**src/rtl/ps2_host_tx.sv**
```systemverilog
// ps2_host_tx -- PS/2 host-to-device byte transmitter.
//
// Sends one command byte to a PS/2 device using the inhibit / request-to-send
// sequence, then sends the byte LSB first with odd parity and a stop bit.
// Finally it collects the device ACK. The pads are open drain: an *_oe output
// of 1 pulls the line low, and 0 releases it.
//
// Ports:
//   clock         system clock (50 MHz nominal)
//   resetn        asynchronous active-low reset
//   tx_data       byte to send, sampled only when tx_valid & tx_ready
//   tx_valid      send request
//   tx_ready      high only while idle
//   tx_done       one-cycle pulse: byte sent and ACK received
//   tx_error      one-cycle pulse: timeout or missing ACK
//   rx_inhibit    high while a transfer is in flight (tells the receiver to ignore the bus)
//   ps2_clock_in  pad level of the PS/2 clock line
//   ps2_data_in   pad level of the PS/2 data line
//   ps2_clock_oe  1 = pull clock pad low
//   ps2_data_oe   1 = pull data pad low
module ps2_host_tx #(
  parameter int INHIBIT_CYCLES = 6000,
  parameter int TIMEOUT_CYCLES = 1000000,
  parameter int FILTER_LEN     = 8
) (
  input  logic       clock,
  input  logic       resetn,
  input  logic [7:0] tx_data,
  input  logic       tx_valid,
  output logic       tx_ready,
  output logic       tx_done,
  output logic       tx_error,
  output logic       rx_inhibit,
  input  logic       ps2_clock_in,
  input  logic       ps2_data_in,
  output logic       ps2_clock_oe,
  output logic       ps2_data_oe
);

  localparam int TW_MIN = $clog2(TIMEOUT_CYCLES + 1);
  localparam int TW     = (TW_MIN > 21) ? TW_MIN : 21;
  localparam int IW     = (INHIBIT_CYCLES > 1) ? $clog2(INHIBIT_CYCLES) : 1;
  localparam int FW     = $clog2(FILTER_LEN + 1);

  typedef enum logic [2:0] {
    S_IDLE      = 3'd0,
    S_INHIBIT   = 3'd1,
    S_RTS       = 3'd2,
    S_SEND      = 3'd3,
    S_ACK       = 3'd4,
    S_WAIT_IDLE = 3'd5
  } state_t;

  state_t          state_r;
  logic            clk_meta_r, clk_sync_r, data_meta_r, data_sync_r;
  logic            clk_filt_r;
  logic [FW-1:0]   filt_cnt_r;
  logic            fe_r;
  logic [7:0]      sh_r;
  logic            par_r;
  logic [3:0]      n_r;
  logic [IW-1:0]   icnt_r;
  logic [TW-1:0]   tcnt_r;
  logic            ack_ok_r;
  logic            timeout_s;

  // The counter has reached TIMEOUT_CYCLES on this edge (tcnt_r counts cycles already spent).
  assign timeout_s = (tcnt_r == TW'(TIMEOUT_CYCLES - 1));

  // Two-flop synchronizers for both pads; idle bus level is high.
  always_ff @(posedge clock or negedge resetn) begin
    if (!resetn) begin
      clk_meta_r  <= 1'b1;
      clk_sync_r  <= 1'b1;
      data_meta_r <= 1'b1;
      data_sync_r <= 1'b1;
    end else begin
      clk_meta_r  <= ps2_clock_in;
      clk_sync_r  <= clk_meta_r;
      data_meta_r <= ps2_data_in;
      data_sync_r <= data_meta_r;
    end
  end

  // Clock glitch filter: adopt a new level after FILTER_LEN consecutive differing samples.
  // fe_r is a one-cycle strobe raised when the filtered level drops to 0.
  always_ff @(posedge clock or negedge resetn) begin
    if (!resetn) begin
      clk_filt_r <= 1'b1;
      filt_cnt_r <= {FW{1'b0}};
      fe_r       <= 1'b0;
    end else begin
      if (clk_sync_r != clk_filt_r) begin
        if (filt_cnt_r == FW'(FILTER_LEN - 1)) begin
          clk_filt_r <= clk_sync_r;
          filt_cnt_r <= {FW{1'b0}};
          fe_r       <= ~clk_sync_r;
        end else begin
          filt_cnt_r <= filt_cnt_r + FW'(1);
          fe_r       <= 1'b0;
        end
      end else begin
        filt_cnt_r <= {FW{1'b0}};
        fe_r       <= 1'b0;
      end
    end
  end

  // Transfer sequencer; all handshake and pad outputs are registered here.
  always_ff @(posedge clock or negedge resetn) begin
    if (!resetn) begin
      state_r      <= S_IDLE;
      ps2_clock_oe <= 1'b0;
      ps2_data_oe  <= 1'b0;
      tx_ready     <= 1'b1;
      rx_inhibit   <= 1'b0;
      tx_done      <= 1'b0;
      tx_error     <= 1'b0;
      sh_r         <= 8'h00;
      par_r        <= 1'b0;
      n_r          <= 4'd0;
      icnt_r       <= {IW{1'b0}};
      tcnt_r       <= {TW{1'b0}};
      ack_ok_r     <= 1'b0;
    end else begin
      tx_done  <= 1'b0;
      tx_error <= 1'b0;
      case (state_r)
        S_IDLE: begin
          if (tx_valid && tx_ready) begin
            sh_r         <= tx_data;
            par_r        <= ~^tx_data;
            icnt_r       <= {IW{1'b0}};
            state_r      <= S_INHIBIT;
            ps2_clock_oe <= 1'b1;
            ps2_data_oe  <= 1'b0;
            tx_ready     <= 1'b0;
            rx_inhibit   <= 1'b1;
          end
        end
        S_INHIBIT: begin
          if (icnt_r == IW'(INHIBIT_CYCLES - 1)) begin
            state_r     <= S_RTS;
            ps2_data_oe <= 1'b1;
          end else begin
            icnt_r <= icnt_r + IW'(1);
          end
        end
        S_RTS: begin
          // Releasing the clock while data is held low forms the start bit.
          state_r      <= S_SEND;
          ps2_clock_oe <= 1'b0;
          tcnt_r       <= {TW{1'b0}};
          n_r          <= 4'd0;
        end
        S_SEND: begin
          if (timeout_s) begin
            state_r     <= S_IDLE;
            ps2_data_oe <= 1'b0;
            tx_error    <= 1'b1;
            tx_ready    <= 1'b1;
            rx_inhibit  <= 1'b0;
          end else begin
            tcnt_r <= (&tcnt_r) ? tcnt_r : tcnt_r + TW'(1);
            if (fe_r) begin
              n_r <= n_r + 4'd1;
              // n_r is the count before this edge: 0..7 data, 8 parity, 9 stop.
              if (n_r < 4'd8) begin
                ps2_data_oe <= ~sh_r[n_r[2:0]];
              end else if (n_r == 4'd8) begin
                ps2_data_oe <= ~par_r;
              end else begin
                ps2_data_oe <= 1'b0;
                state_r     <= S_ACK;
              end
            end
          end
        end
        S_ACK: begin
          if (timeout_s) begin
            state_r     <= S_IDLE;
            ps2_data_oe <= 1'b0;
            tx_error    <= 1'b1;
            tx_ready    <= 1'b1;
            rx_inhibit  <= 1'b0;
          end else begin
            tcnt_r <= (&tcnt_r) ? tcnt_r : tcnt_r + TW'(1);
            if (fe_r) begin
              ack_ok_r <= ~data_sync_r;
              state_r  <= S_WAIT_IDLE;
            end
          end
        end
        S_WAIT_IDLE: begin
          if (clk_filt_r && data_sync_r) begin
            tx_done    <= ack_ok_r;
            tx_error   <= ~ack_ok_r;
            tx_ready   <= 1'b1;
            rx_inhibit <= 1'b0;
            state_r    <= S_IDLE;
          end
        end
        default: begin
          state_r      <= S_IDLE;
          ps2_clock_oe <= 1'b0;
          ps2_data_oe  <= 1'b0;
          tx_ready     <= 1'b1;
          rx_inhibit   <= 1'b0;
        end
      endcase
    end
  end

endmodule

```
**config.mk**
```make
export PLATFORM = sky130hd
export DESIGN_NAME = ps2_host_tx
export DESIGN_NICKNAME = d
export VERILOG_FILES = /design/src/rtl/ps2_host_tx.sv
export SDC_FILE = /design/constraint.sdc
export NUM_CORES = 1
export LEC_CHECK = 0
export BUFFER_PORTS_ARGS = -buffer_cell sky130_fd_sc_hd__buf_2
export CAP_MARGIN = 20
export CORE_AREA = 8 8 95 97
export CTS_CLUSTER_DIAMETER = 100
export DETAILED_ROUTE_END_ITERATION = 8
export DIE_AREA = 0 0 103 105
export PLACE_DENSITY_LB_ADDON = 0.1
export SKIP_CTS_REPAIR_TIMING = 1
export SLEW_MARGIN = 10
export SYNTH_ARGS = -nofsm -noshare
export SYNTH_HDL_FRONTEND = slang
export SYNTH_SLANG_ARGS = --single-unit
```
**constraint.sdc**
```tcl
create_clock -name clock -period 4.92 [get_ports clock]
set_input_delay 0.492 -clock clock [delete_from_list [all_inputs] [get_ports clock]]
set_output_delay 0.492 -clock clock [all_outputs]
set_load 0.02 [all_outputs]
```
## Word level (Yosys, flattened, before mapping)

Cells that the tools add are included.

- Bits of input ports: 13
- Output and inout port bits: 6
- Word-level logic and storage cells: 126
- Bits in registers: 67

- Reduce and logical (&&, ||, !) cells: 22
- Equality and inequality tests: 24
- Order comparisons: 2
- Bitwise gates (word level): 9
- Add/sub/neg operators: 4
- Mux-type cells: 45

Operator list:

| cell | number |
|---|---|
| two-way mux 21 bit | 2 |
| one-hot mux 21 bit (2 select lines) | 1 |
| two-way mux 3 bit | 9 |
| two-way mux 13 bit | 2 |
| one-hot mux 13 bit (2 select lines) | 1 |
| adder 21 x 1 -> 21 bit, second input constant | 1 |
| equality test 21 x 20 -> 1 bit, second input constant | 1 |
| AND reduction 21 bit | 1 |
| two-way mux 1 bit | 18 |
| inequality test 2 bit, second input constant | 9 |
| one-hot mux 3 bit (6 select lines) | 1 |
| two-way mux 4 bit | 4 |
| adder 13 x 1 -> 13 bit, second input constant | 1 |
| equality test 13 bit, second input constant | 1 |
| inequality test 3 bit, second input constant | 4 |
| AND reduction 3 bit | 4 |
| NOT 1 bit | 9 |
| adder 4 x 1 -> 4 bit, second input constant | 2 |
| one-hot mux 1 bit (4 select lines) | 2 |
| one-hot mux 4 bit (2 select lines) | 1 |
| XNOR reduction 8 bit | 1 |
| AND reduction 7 bit | 1 |
| equality test 3 x 2 -> 1 bit, second input constant | 2 |
| equality test 3 bit, second input constant | 2 |
| other kinds (18) | 26 |

## Logic depth before layout (Yosys ltp)

Gate-level depths: netlist of the first run.

- Word-level depth: 7
- Gate-level depth with buffers: 8
- Mapped depth without buffers: 7

## Worst setup path before layout of the first run

OpenSTA, ideal clock, no wires.

- Kind: register to register
- Start point: register icnt_r[7]
- End point: register state_r[0]
- Period minus slack after synthesis: 2.112 ns
- Data arrival time: 1.984 ns
- Stages on the path, launching flop included: 6
- Setup slack: 2.808 ns
- Setup time: 0.128 ns
- Data required time: 4.792 ns
- Buffers on the path: 1
- Cell sequence: dfrtp_1 > or4b_4 > o41ai_4 > buf_6 > o221ai_2 > mux2_1

- Cells in the longest elaborated chain, start to end: 3

RTL lines:

| item | RTL line | source |
|---|---|---|
| from (decl) | 62 | `logic [IW-1:0] icnt_r;` |
| from (signal assigned) | 122 | `icnt_r <= {IW{1'b0}};` |
| from (signal assigned) | 133 | `icnt_r <= {IW{1'b0}};` |
| from (signal assigned) | 146 | `icnt_r <= icnt_r + IW'(1);` |
| equality test 13 bit | 142 | `if (icnt_r == IW'(INHIBIT_CYCLES - 1)) begin` |
| inequality test 2 bit (no line) | - |  |
| AND reduction 7 bit (no line) | - |  |
| to (signal assigned) | 143 | `state_r <= S_RTS;` |
| to (signal assigned) | 151 | `state_r <= S_SEND;` |
| to (signal assigned) | 158 | `state_r <= S_IDLE;` |
| to (decl) | 54 | `state_t state_r;` |

Every way passes these cells.
A chain may end at the register's enable or synchronous reset.

## Worst setup path in the final report of the first run

- Start point: register tcnt_r[8]
- End point: register tcnt_r[8]

- Cells in the longest elaborated chain, start to end: 4
- Elaborated cells on any way between the ends: 9
- Classes of those cells: add/sub (1); eq/ne (3); mux (3); reduce/logical (2)

RTL lines:

| item | RTL line | source |
|---|---|---|
| from (decl) | 63 | `logic [TW-1:0] tcnt_r;` |
| from (signal assigned) | 123 | `tcnt_r <= {TW{1'b0}};` |
| from (signal assigned) | 153 | `tcnt_r <= {TW{1'b0}};` |
| from (signal assigned) | 164 | `tcnt_r <= (&tcnt_r) ? tcnt_r : tcnt_r + TW'(1);` |
| adder 21 x 1 -> 21 bit | 164, 187 |  |
| two-way mux 21 bit | 164, 187 |  |
| two-way mux 21 bit | 157, 180 |  |
| one-hot mux 21 bit (2 select lines) | 128 | `case (state_r)` |

Parallel ways exist; a longest one is shown, timed or not. The select of a mux whose other input is x is not followed.

==> out/metrics.yaml, run 1 <==
outcome:
  status: "finished clean"
layout:
  finalNetCount: 419
  layout_commonest_cell: "dfrtp_1"
  layout_common_cells: "dfrtp_1, nand2_1, nor2_1"
  drive_above_1_share_pct: 11.4
  final_util_pct: 52.7
  syn2layout_area_growth_pct: 9.50
  instances_no_fill: 507
  design_area_sq_um: 3970
  diodes: 0
worst_setup_path:
  cp-end-kind: "flop"
  cp.arrival_ns: 3.28
  critPathMaxFanout: 13
  startpoint_type: "flop"
  crit_required_ns: 5.15
  worstSetupPathType: "reg2reg"
place:
  dp_hpwl_um: 5170
  place_ws_ns: 1.92
  place.gp.congestion: 0.867
  placedCellCount: 492
  port_buffers: 18
  placed_cell_area_sq_um: 3770
yosys:
  synth-seq-cells: 67
  syn_inst: 389
  avgSynthCellArea_sq_um: 9.31
  synth_ff_type: "dfrtp_1"
  yosys_warnings: 0
  synth_seq_area_share_pct: 46.5
  synth.distinct_cells: 51
  netlist_area_sq_um: 3620
  syn_nets: 407
  synth-edff-count: 0
  async_flop_share_pct: 100
worst_hold_path:
  hp-class: "in2reg"
die:
  dieArea_sq_um: 10800
  num_io_pins: 19
  rows: 32
  die_y_um: 105
  start_util_pct: 48.1
  fp.coreArea_sq_um: 7530
  die_x_um: 103
clock_network:
  root_buffer: "clkbuf_8"
  htreeDepth: 3
  numClockSinks: 67
  cts_buffers: 9
  clock_path_buffers: 2
  cts_tree: "yes"
  clk_pin_slew_ns: 0.07
  clk_latency_ns: 0.34
timing:
  tightest_slew_ns: 1.16
  fmax_ghz: 0.328
  rsz0062_at_grt: "false"
  setup_tns_ns: 0
  maxSlewHeadroom_pct: 22.8
  fin_ws_ns: 1.87
  fin_hold_ws_ns: 0.252
  finalMaxSlewViolations: 0
  hold_viol_final: 0
  fin_crit_ns: 3.05
  finalSetupViolCount: 0
  finClkSkew_ns: 0.00726
  post-route-period-util_pct: 61.9
power:
  finalPower_mw: 1.88
  power_leakage_nw: 1.71
  ir_drop_mv: 0.183
  power_density_nw_per_um2: 473
grt:
  grt_pass1_vias: 2817
  grt_antenna_before_repair: 0
  grt_max_degree: 68
  grt-ovfl-total: 0
  grtUsageTotal_pct: 15.2
  grt_pass1_wl_um: 13300
drt:
  drc: 0
  routed_via_density: 5.61
  drtIter0Drc: 176
  dr.pass1.iters: 5
  ant_nets: 0
  wirelength_um: 7750
  vias: 2843
  wire_per_inst_um: 15.3
job:
  max_cap_viol_count: 0
[cells in the mapped netlist, types with 5 or more instances]
master,number,area share [%]
o21ai_0,6,0.83
dfrtp_1,61,42
mux2i_1,14,3.9
o21ai_1,13,1.8
or3_1,7,1.2
nand2_1,59,6.1
nor2_1,26,2.7
nand2b_1,10,1.7
a31oi_1,6,1.0
xnor2_1,15,3.6
nand3_1,20,2.8
and2_1,6,1.0
and4_1,5,1.2
and3_1,7,1.2
inv_1,14,1.5
dfstp_2,6,4.4
a21oi_1,14,1.9
clkbuf_1,17,1.8
ha_1,5,1.7
nor3_1,14,1.9
nand4_1,9,1.6
nor4_1,7,1.2
[state kept, by name (all words and copies together) (netlist names), 3 cells and up]
name	flops
n_r	4
tcnt_r	21
filt_cnt_r	4
icnt_r	13
state_r	3
sh_r	8
[worst max-delay path, cell delays in order, from the launching register on]
cell	delay (ns)
dfrtp_1	0.45
nor4b_1	0.33
nand4_1	0.46
o22ai_1	1.05
nor2_1	0.35
a31o_1	0.30
[power by group]
group          switching [mW]  internal (mW)
clock network           0.201          0.259
registers               0.133          0.688
logic                   0.375          0.219
[cell families after synthesis]
group | after synthesis | share of synthesized area, %
buffers and inverters | 32 | 3.52
multiplexers | 19 | 6.04
XOR/XNOR | 16 | 3.87
AO/OA/AOI/OAI | 65 | 12.2
flip-flops | 67 | 46.5
AND/OR/NAND/NOR | 185 | 26.1
adder cells (fa/ha/maj) | 5 | 1.73
[worst paths after layout]
kind	from	cells past startpoint	slack, ns	to
worst min-delay path	ps2_clock_in	1	0.25	clk_meta_r
worst max-delay path	tcnt_r[8]	5	1.87	tcnt_r[8]
worst min register to register	data_meta_r	0	0.36	data_sync_r
worst max register to register	tcnt_r[8]	5	1.87	tcnt_r[8]
min in group asynchronous	resetn	2	0.35	sh_r[2]
max in group asynchronous	resetn	2	4.03	tcnt_r[15]
[per-layer routing]
| layer | up-vias | track usage (%) | part of all wire, % |
|---|---|---|---|
| li1 | 1419 | - | - |
| met1 | 1364 | 21.5 | 50 |
| met2 | 48 | 22.0 | 44 |
| met3 | 12 | 2.39 | 4.3 |
| met4 | 0 | 6.72 | 1.2 |
| met5 | - | 0 | 0 |
[layout make-up]
class | count | area, sq um
clock buffers | 13 | 159
clock inverters | 2 | 35.0
fillers | 754 | 3560
inverters | 14 | 52.6
multi-input cells | 290 | 1810
flip-flops and latches | 67 | 1680
well taps | 102 | 128
repair buffers | 19 | 97.6
Power figures use the tool's default switching activity.
==> run 2, diff against run 1 <==
Clock period 4.92 ns to 2.5 ns, I/O delays scaled along.
==> out/metrics.yaml, run 2 (synthesized netlist as in run 1, its figures left out) <==
outcome:
  status: "finished clean"
grt:
  grt_max_degree: 44
  grt_pass1_vias: 2754
  grt_pass1_wl_um: 13600
  grt_antenna_before_repair: 0
  grt-ovfl-total: 0
  grtUsageTotal_pct: 15.7
die:
  num_io_pins: 19
  dieArea_sq_um: 10800
  die_y_um: 105
  start_util_pct: 48.1
  rows: 32
  die_x_um: 103
  fp.coreArea_sq_um: 7530
timing:
  finalSetupViolCount: 0
  setup_tns_ns: 0
  fin_crit_ns: 2.21
  fmax_ghz: 0.453
  tightest_slew_ns: 0.607
  finalMaxSlewViolations: 0
  finClkSkew_ns: 0.0117
  maxSlewHeadroom_pct: 59.6
  post-route-period-util_pct: 88.3
  rsz0062_at_grt: "false"
  hold_viol_final: 0
power:
  ir_drop_mv: 0.435
  power_density_nw_per_um2: 900
  power_leakage_nw: 1.76
  finalPower_mw: 3.68
layout:
  largest_reg_flops: 21
  drive_above_1_share_pct: 14.5
  final_util_pct: 54.3
  diodes: 0
  reg_top3: "tcnt_r: 21 flops, icnt_r: 13 flops, sh_r: 8 flops"
  syn2layout_area_growth_pct: 12.7
  instances_no_fill: 524
  n_fill_cell: 686
  layout_commonest_cell: "dfrtp_1"
  design_area_sq_um: 4090
  seq_area_sq_um: 1680
  finalNetCount: 435
  multi_input_area_sq_um: 1810
  layout_common_cells: "dfrtp_1, nand2_1, nor2_1"
  top_register: "tcnt_r"
clock_network:
  root_buffer: "clkbuf_8"
  clock_path_buffers: 2
  clk_pin_slew_ns: 0.08
  cts_tree: "yes"
  htreeDepth: 3
  numClockSinks: 67
  clk_latency_ns: 0.35
  cts_buffers: 9
drt:
  wire_per_inst_um: 14.9
  drtIter0Drc: 155
  ant_nets: 0
  routed_via_density: 5.63
  dr.pass1.iters: 4
  wirelength_um: 7810
  drc: 0
  vias: 2950
worst_setup_path:
  crit_required_ns: 2.77
  startpoint_type: "flop"
  worstSetupPathType: "reg2reg"
  critPathMaxFanout: 13
  r2r_cells: 6
  cp.arrival_ns: 2.48
  cp-end-kind: "flop"
place:
  placedCellCount: 505
  port_buffers: 18
  place.gp.congestion: 0.850
  dp_hpwl_um: 5550
  placed_cell_area_sq_um: 3880
worst_hold_path:
  min_path_cells: 3
  hp-class: "in2reg"
job:
  max_cap_viol_count: 0
==> run 2: changes by cell type in the layout (fill, tap and decap cells not counted) <==
cell           previous run  this run
clkbuf_1                  2         1
buf_12                    0         1
clkinvlp_4                0         4
clkinv_4                  0         1
dlygate4sd3_1             0         3
clkbuf_8                 11         9
bufinv_16                 1         0
buf_4                     1        13
==> run 2: worst max-delay path: stages (launching register included) <==
cell and delay [ns]:
dfrtp_1 0.61, nand2b_1 0.23, nor2_1 0.28, o22ai_1 0.13
buf_4 0.20, nor4b_1 0.46, mux2i_1 0.22
==> run 2: final timing paths <==
kind                       startpoint         end  slack, ns
max                        state_r[2]  tcnt_r[19]       0.29
max in group asynchronous      resetn  clk_filt_r       1.35
min                        tx_data[7]     sh_r[7]       0.12
min in group asynchronous      resetn     sh_r[2]       0.44
max reg2reg                state_r[2]  tcnt_r[19]       0.29
min reg2reg                clk_meta_r  clk_sync_r       0.36
==> run 2: power by group <==
group          leakage (nW)  total (mW)  switching (mW)  internal, mW
combinational         0.814        1.32           0.806         0.516
clock                0.0745       0.786           0.427         0.359
sequential            0.875        1.57           0.213          1.35
total                  1.76        3.68            1.45          2.23
==> run 2: area by class of cell <==
type | count | share of cell area (%)
flip-flops and latches | 67 | 41.2
repair buffers | 35 | 5.82
well taps | 102 | 3.12
inverters | 14 | 1.29
multi-input cells | 290 | 44.3
clock inverters | 6 | 1.07
clock buffers | 10 | 3.12
==> run 2: layer usage <==
metal	vias to the layer above	track usage, %	share of wire, %
li1	1444	-	-
met1	1438	23.2	52
met2	56	21.4	42
met3	12	3.65	5.1
met4	0	6.20	1.6
met5	-	0	0
==> run 2: through the flow <==
step | setup slack, ns | hold WS (ns)
2_1_floorplan | 0.388 | -0.0456
3_3_place_gp | 0.392 | 0.291
3_5_place_dp | 0.335 | 0.295
4_1_cts | 0.320 | -0.0921
5_1_grt | 0.0957 | 0.113
6_report | 0.292 | 0.119
==> run 3, diff against run 2 <==
Settings changed: CORE_AREA 8 8 95 97 to 8 8 99 101, DIE_AREA 0 0 103 105 to 0 0 107 109.
==> out/metrics.yaml, run 3 (synthesized netlist as in run 1, its figures left out) <==
die:
  dieArea_sq_um: 11700
  start_util_pct: 43.2
  rows: 34
  num_io_pins: 19
  die_y_um: 109
  fp.coreArea_sq_um: 8380
  die_x_um: 107
layout:
  instances_no_fill: 529
  design_area_sq_um: 4120
  top_register: "tcnt_r"
  diodes: 0
  finalNetCount: 434
  syn2layout_area_growth_pct: 13.6
  largest_reg_flops: 21
  drive_above_1_share_pct: 14.5
  layout_commonest_cell: "dfrtp_1"
  reg_top3: "tcnt_r: 21 flops, icnt_r: 13 flops, sh_r: 8 flops"
  layout_common_cells: "dfrtp_1, nand2_1, nor2_1"
timing:
  fin_crit_ns: 2.17
  tightest_slew_ns: 0.625
  finClkSkew_ns: 0.0102
  rsz0062_at_grt: "false"
  maxSlewHeadroom_pct: 58.4
  setup_tns_ns: 0
  finalSetupViolCount: 0
  finalMaxSlewViolations: 0
  fin_ws_ns: 0.334
  fmax_ghz: 0.462
  hold_viol_final: 0
  post-route-period-util_pct: 86.6
worst_hold_path:
  hp-class: "in2reg"
drt:
  vias: 2905
  wire_per_inst_um: 15.5
  drtIter0Drc: 157
  routed_via_density: 5.49
  wirelength_um: 8200
  ant_nets: 0
  drc: 0
  dr.pass1.iters: 4
clock_network:
  clk_pin_slew_ns: 0.08
  root_buffer: "clkbuf_8"
  cts_tree: "yes"
  clk_latency_ns: 0.34
  cts_buffers: 9
  numClockSinks: 67
  htreeDepth: 3
  clock_path_buffers: 2
worst_setup_path:
  critPathMaxFanout: 12
  startpoint_type: "flop"
  crit_required_ns: 2.74
  cp.arrival_ns: 2.40
  worstSetupPathType: "reg2reg"
  cp-end-kind: "flop"
  ff2ff_setup_slack_ns: 0.33
grt:
  grt_pass1_wl_um: 14200
  grtUsageTotal_pct: 15.2
  grt_pass1_vias: 2830
  grt_antenna_before_repair: 0
  grt_max_degree: 44
  grt-ovfl-total: 0
place:
  place.gp.congestion: 0.849
  dp_hpwl_um: 5900
  placedCellCount: 510
  placed_cell_area_sq_um: 3880
  port_buffers: 18
  place_ws_ns: 0.354
power:
  power_leakage_nw: 1.79
  ir_drop_mv: 0.382
  finalPower_mw: 3.82
  power_density_nw_per_um2: 929
job:
  max_cap_viol_count: 0
outcome:
  status: "finished clean"
==> run 3: cell types whose count changed in the layout (fill, tap and decap cells not counted) <==
| cell | previous run | this run |
|---|---|---|
| clkinvlp_4 | 4 | 1 |
| clkbuf_8 | 9 | 10 |
| clkinv_2 | 1 | 2 |
| clkbuf_1 | 1 | 0 |
| buf_4 | 13 | 12 |
| clkinv_4 | 1 | 2 |
| bufinv_16 | 0 | 1 |
==> run 3: worst paths after layout <==
| kind | from | end | depth (start not counted) |
|---|---|---|---|
| max | tcnt_r[0] | tcnt_r[12] | 7 |
| max reg2reg | tcnt_r[0] | tcnt_r[12] | 7 |
| min in group asynchronous | resetn | sh_r[2] | 2 |
| min | tx_data[7] | sh_r[7] | 3 |
| max in group asynchronous | resetn | data_sync_r | 3 |
| min reg2reg | clk_meta_r | clk_sync_r | 0 |
==> run 3: power breakdown <==
group	switching (mW)	internal, mW
Sequential	0.235	1.35
Clock	0.425	0.487
Combinational	0.810	0.510
Total	1.47	2.35
==> run 3: final cells by class <==
type,instances,area [sq um]
multi-input combinational,290,1810
inverter,14,52.6
clock inverter,6,65.1
tap,108,135
fill,770,4260
sequential,67,1680
timing repair buffer,34,230
clock buffer,10,138
==> run 3: metal layers <==
| layer | part of all wire [%] | global-route usage, % | up-vias |
|---|---|---|---|
| met5 | 0 | 0 | - |
| met3 | 3.8 | 3.37 | 17 |
| li1 | - | - | 1451 |
| met1 | 50 | 20.6 | 1381 |
| met2 | 44 | 22.6 | 56 |
| met4 | 2.1 | 7.24 | 0 |
==> run 3: critical path, stage by stage (launching register included) <==
cell     delay, ns
dfrtp_1       0.42
ha_1          0.25
and4_1        0.22
nand2_1       0.15
buf_4         0.21
o22a_1        0.46
nand4_1       0.20
mux2i_1       0.16
==> run 3: stage by stage <==
| stage | hold WS [ns] | util [%] |
|---|---|---|
| global placement | 0.292 | 46.3 |
| detailed placement | 0.303 | 46.3 |
| finish | 0.116 | 49.1 |
| floorplan | -0.0456 | - |
| global route | 0.0970 | 49.1 |
| CTS | -0.0840 | 48.8 |
